[src/rtl/pipe_em_n.sv]
// EX/MEM pipeline register for LANES issue lanes with lane qualification,
// same-destination write squash, stall/flush control and saturating event counters.
module pipe_em_n #(
  parameter int unsigned LANES = 2,
  parameter int unsigned DW    = 32,
  parameter int unsigned RW    = 5,
  parameter int unsigned CW    = 16
) (
  input  logic                clk,
  input  logic                rst_n,
  input  logic [LANES-1:0]    valid_e,
  input  logic [LANES-1:0]    regwrite_e,
  input  logic [LANES-1:0]    memtoreg_e,
  input  logic [LANES-1:0]    memwrite_e,
  input  logic [LANES*RW-1:0] writereg_e,
  input  logic [LANES*DW-1:0] aluout_e,
  input  logic [LANES*DW-1:0] writedata_e,
  input  logic                stall_m,
  input  logic                flush_m,
  output logic [LANES-1:0]    valid_m,
  output logic [LANES-1:0]    regwrite_m,
  output logic [LANES-1:0]    memtoreg_m,
  output logic [LANES-1:0]    memwrite_m,
  output logic [LANES*RW-1:0] writereg_m,
  output logic [LANES*DW-1:0] aluout_m,
  output logic [LANES*DW-1:0] writedata_m,
  output logic [CW-1:0]       stall_cnt,
  output logic [CW-1:0]       flush_cnt
);

  localparam logic [CW-1:0] CntOne = CW'(1);

  logic [LANES-1:0] rw_live;
  logic [LANES-1:0] regwrite_ld;

  // A lane's register write survives only if no higher lane writes the same register.
  always_comb begin
    rw_live     = '0;
    regwrite_ld = '0;
    for (int unsigned i = 0; i < LANES; i++) begin
      rw_live[i] = valid_e[i] & regwrite_e[i] & (writereg_e[i*RW +: RW] != '0);
    end
    regwrite_ld = rw_live;
    for (int unsigned i = 0; i < LANES; i++) begin
      for (int unsigned j = i + 1; j < LANES; j++) begin
        if (rw_live[i] && rw_live[j] && (writereg_e[i*RW +: RW] == writereg_e[j*RW +: RW])) begin
          regwrite_ld[i] = 1'b0;
        end
      end
    end
  end

  always_ff @(posedge clk or negedge rst_n) begin
    if (!rst_n) begin
      valid_m     <= '0;
      regwrite_m  <= '0;
      memtoreg_m  <= '0;
      memwrite_m  <= '0;
      writereg_m  <= '0;
      aluout_m    <= '0;
      writedata_m <= '0;
    end else if (flush_m) begin
      // Payload is left in place; only the control bits are squashed.
      valid_m    <= '0;
      regwrite_m <= '0;
      memtoreg_m <= '0;
      memwrite_m <= '0;
    end else if (!stall_m) begin
      valid_m     <= valid_e;
      regwrite_m  <= regwrite_ld;
      memtoreg_m  <= memtoreg_e & valid_e;
      memwrite_m  <= memwrite_e & valid_e;
      writereg_m  <= writereg_e;
      aluout_m    <= aluout_e;
      writedata_m <= writedata_e;
    end
  end

  always_ff @(posedge clk or negedge rst_n) begin
    if (!rst_n) begin
      stall_cnt <= '0;
      flush_cnt <= '0;
    end else begin
      if (flush_m) begin
        if (flush_cnt != '1) flush_cnt <= flush_cnt + CntOne;
      end else if (stall_m) begin
        if (stall_cnt != '1) stall_cnt <= stall_cnt + CntOne;
      end
    end
  end

endmodule

[config.mk]
export PLATFORM = sky130hd
export DESIGN_NAME = pipe_em_n
export DESIGN_NICKNAME = d
export VERILOG_FILES = /design/src/rtl/pipe_em_n.sv
export SDC_FILE = /design/constraint.sdc
export NUM_CORES = 1
export LEC_CHECK = 0
export ABC_AREA = 1
export BUFFER_PORTS_ARGS = -buffer_cell sky130_fd_sc_hd__buf_2
export CAP_MARGIN = 10
export CELL_PAD_IN_SITES_DETAIL_PLACEMENT = 1
export CELL_PAD_IN_SITES_GLOBAL_PLACEMENT = 2
export CORE_MARGIN = 1.5
export CORE_UTILIZATION = 26
export DETAILED_ROUTE_END_ITERATION = 10
export GPL_ROUTABILITY_DRIVEN = 0
export GPL_TIMING_DRIVEN = 0
export HOLD_SLACK_MARGIN = 0.1
export PLACE_DENSITY_LB_ADDON = 0.1
export RECOVER_POWER = 25
export SLEW_MARGIN = 20
export SYNTH_ARGS = -nofsm -noshare
export SYNTH_HDL_FRONTEND = slang
export SYNTH_SLANG_ARGS = --single-unit
[constraint.sdc]
create_clock -name clk -period 1.75 [get_ports clk]
set_clock_uncertainty 0.1 [all_clocks]
set_input_delay 0.35 -clock clk [delete_from_list [all_inputs] [get_ports clk]]
set_output_delay 0.35 -clock clk [all_outputs]
set_load 0.03 [all_outputs]
==> results_dict.tcl <==
set metrics [dict create \
    hold_path_depth 3 \
    synth_top_area_frac 0.5821 \
    synth_area_leader_cell "dfrtp_1" \
    ys_seq_area_frac 0.5821 \
    grt_max_degree 68 \
    syn_inst 913 \
    rrSetupSlack_ps 100 \
    rows 62 \
    clk_pin_slew_ps 70 \
    fillCellCount 3538 \
    status "completed" \
    crit_path_start_kind "flip-flop" \
    clock_sinks 178 \
    arrival_ps 1220 \
    r2r-end "stall_cnt[9]" \
    min_from "writereg_e[5]" \
    path_max_fanout 5 \
    synth.area.top_cells "dfrtp_1, nand2_1, nor2_1, nand3_1, o21ai_2" \
    dpl.hpwl_mm 20.54 \
    worstReg2RegStart "stall_cnt[0]" \
    worstSetupEndpointType "output pin" \
    grt_pass1_vias 8215 \
    die_h_um 174.6 \
    vias_per_cell 4.216 \
    post-route-period-util 0.9531 \
    fin_cells 1807 \
    worstSkewPairLatency_ps 440 \
    io_buffer_count 327 \
    ir_drop_mv 0.5122 \
    cap_violations 0 \
    p_leak_nw 6.474 \
    tightest_slew_ps 504.3 \
    finalHoldViolCount 0 \
    dpl.cell_count 1626 \
    fmax_mhz 599.5 \
    slew_violations 0 \
    wl_per_cell_um 15.60 \
    antenna_left 0 \
    syn_nets 1065 \
    r2r_cells 9 \
    grt_use_total 0.1910 \
    synthesis.area_um2 7652 \
    cts_tree "yes" \
    fp.dieW_um 174.6 \
    slew_headroom 0.6638 \
    hold_ws_ps 122.3 \
    antenna_found_initial 3 \
    path_class "reg -> out" \
    drt-total-wl_mm 28.18 \
    dp_slack_ps -152.6 \
    htree_num_levels 4 \
    ys_ff_latch 178 \
    vias 7618 \
    fin_crit_ps 1668 \
    ys_types 32 \
    start_util 0.2652 \
    core_area_um2 28860 \
    regArea_um2 4458 \
    grt_overflow 0 \
    cp.required_ps 1300 \
    dieArea_um2 30470 \
    numCtsBuffers 17 \
    yosys_warnings 0 \
    fin_util 0.4132 \
    first_iter_violations 246 \
    drc_errors 0 \
    clock_path_buffers 2 \
    area_growth_pct 55.84 \
    min_to "writereg_m[5]" \
    drive_gt1_frac 0.3047 \
    min_path_type "in -> reg" \
    syn-mean-instance-area_um2 8.382 \
    grt_pass1_wl_mm 45.15 \
    nNetsFinal 1560 \
    clockRootBuffer "clkbuf_16" \
    power_density_nw_per_um2 1061 \
    setup_ws_ps 81.99 \
    rsz0062_at_grt "no" \
    setup_viol 0 \
    multiInputGateArea_um2 2912 \
    drt_pre_antenna_iters 4 \
    ioPinCount 328 \
]
-- layout by cell type, fill, tap and decap left out, types with 4 or more instances in the layout --
| cell | netlist | final |
|---|---|---|
| nand2_2 | 8 | 7 |
| inv_6 | 0 | 6 |
| buf_4 | 1 | 5 |
| clkbuf_16 | 0 | 17 |
| clkbuf_1 | 6 | 6 |
| nor2_1 | 36 | 35 |
| dlygate4sd3_1 | 0 | 143 |
| inv_1 | 29 | 29 |
| nand4_1 | 10 | 10 |
| inv_2 | 4 | 4 |
| nand3_1 | 25 | 25 |
| o21ai_2 | 13 | 13 |
| dfrtp_1 | 178 | 175 |
| o21ai_0 | 9 | 9 |
| xor2_1 | 13 | 13 |
| buf_2 | 22 | 348 |
| nor2_2 | 3 | 4 |
| xnor2_1 | 5 | 5 |
| nand2_1 | 525 | 526 |
-- stage by stage --
step | cell area, um^2 | setup TNS (ps) | total power (W)
floorplan | 7656 | 0 | 0.007187
CTS | 11880 | 0 | 0.01284
detailed placement | 9838 | -10910 | 0.008473
global route | 11920 | 0 | 0.01337
finish | 11930 | 0 | 0.01266
global placement | 9773 | -570870 | 0.008419
-- synthesized netlist by cell type --
cell type / n
nand3_1: 25
buf_6: 3
buf_1: 2
clkbuf_1: 6
nor3_1: 1
nand2_2: 8
o21ai_0: 9
xnor2_1: 5
inv_1: 29
nand2_8: 1
nand3b_1: 1
nand3_2: 1
a21oi_1: 1
xor2_1: 13
nand2_1: 525
a32o_1: 2
o21ai_4: 1
inv_2: 4
nor2_2: 3
ha_1: 2
nand2_4: 1
buf_2: 22
a22o_1: 3
o21ai_2: 13
inv_4: 1
o21ai_1: 2
nor2_4: 3
nand3_4: 1
dfrtp_1: 178
nor2_1: 36
buf_4: 1
nand4_1: 10
-- sequential cells by signal, summed over array words and instances (netlist names) --
| signal | count |
|---|---|
| aluout_m | 64 |
| flush_cnt | 16 |
| memtoreg_m | 2 |
| memwrite_m | 2 |
| regwrite_m | 2 |
| stall_cnt | 16 |
| valid_m | 2 |
| writedata_m | 64 |
| writereg_m | 10 |
-- critical path, cell delays in order, from the launching register on --
cell,delay (ps)
dfrtp_2,460
buf_4,160
buf_2,170
-- per-layer routing --
metal,vias to the layer above,part of all wire,global-route usage
li1,3790,-,-
met1,3606,0.42,0.2230
met2,190,0.50,0.3343
met3,30,0.063,0.05862
met4,2,0.020,0.05947
met5,-,0.00043,0
-- cell families (layout without fill, tap and decap cells) --
group / Yosys count / in the layout / synth area share
buffers and inverters: 68 / 576 / 0.04071
XOR/XNOR: 18 / 18 / 0.02060
flip-flops: 178 / 178 / 0.5821
AO/OA/AOI/OAI: 31 / 31 / 0.03090
adder cells (fa/ha/maj): 2 / 2 / 0.003270
other: 0 / 2 / 0
AND/OR/NAND/NOR: 616 / 616 / 0.3224
-- area by class of cell --
cell class | instances | area share
buffer | 34 | 0.01521
inverter | 34 | 0.01091
clock buffer | 17 | 0.03567
timing repair buffer | 476 | 0.2652
clock inverter | 15 | 0.01427
antenna | 2 | 0.0004197
multi-input combinational | 667 | 0.2442
tap | 384 | 0.04029
sequential | 178 | 0.3738
-- how the worst max path moves through the flow --
stage	start	endpoint	cells past startpoint	slack (ps)
final	flush_cnt[0]	flush_cnt[0]	2	80
after global routing	stall_cnt[0]	stall_cnt[9]	9	3
after CTS	flush_cnt[0]	flush_cnt[10]	9	20
after detailed placement	flush_m	writedata_m[53]	8	-150
after global placement	rst_n	stall_cnt[1]	1	-3500
after floorplan	flush_cnt[1]	flush_cnt[13]	9	20
-- repair_timing --
item,in CTS,in global routing
endpoints found under the setup margin,18,28
buffers inserted,2,2
cloned,0,0
pin swaps,1,0
resized for setup,1,4
endpoints found under the hold margin,195,0
hold buffers,143,0
-- where the power goes --
group | switching [W] | internal [W]
logic | 0.00233 | 0.00118
registers | 0.000473 | 0.00467
clock network | 0.00185 | 0.00215
Note: power is estimated with default switching activity, not from simulation.
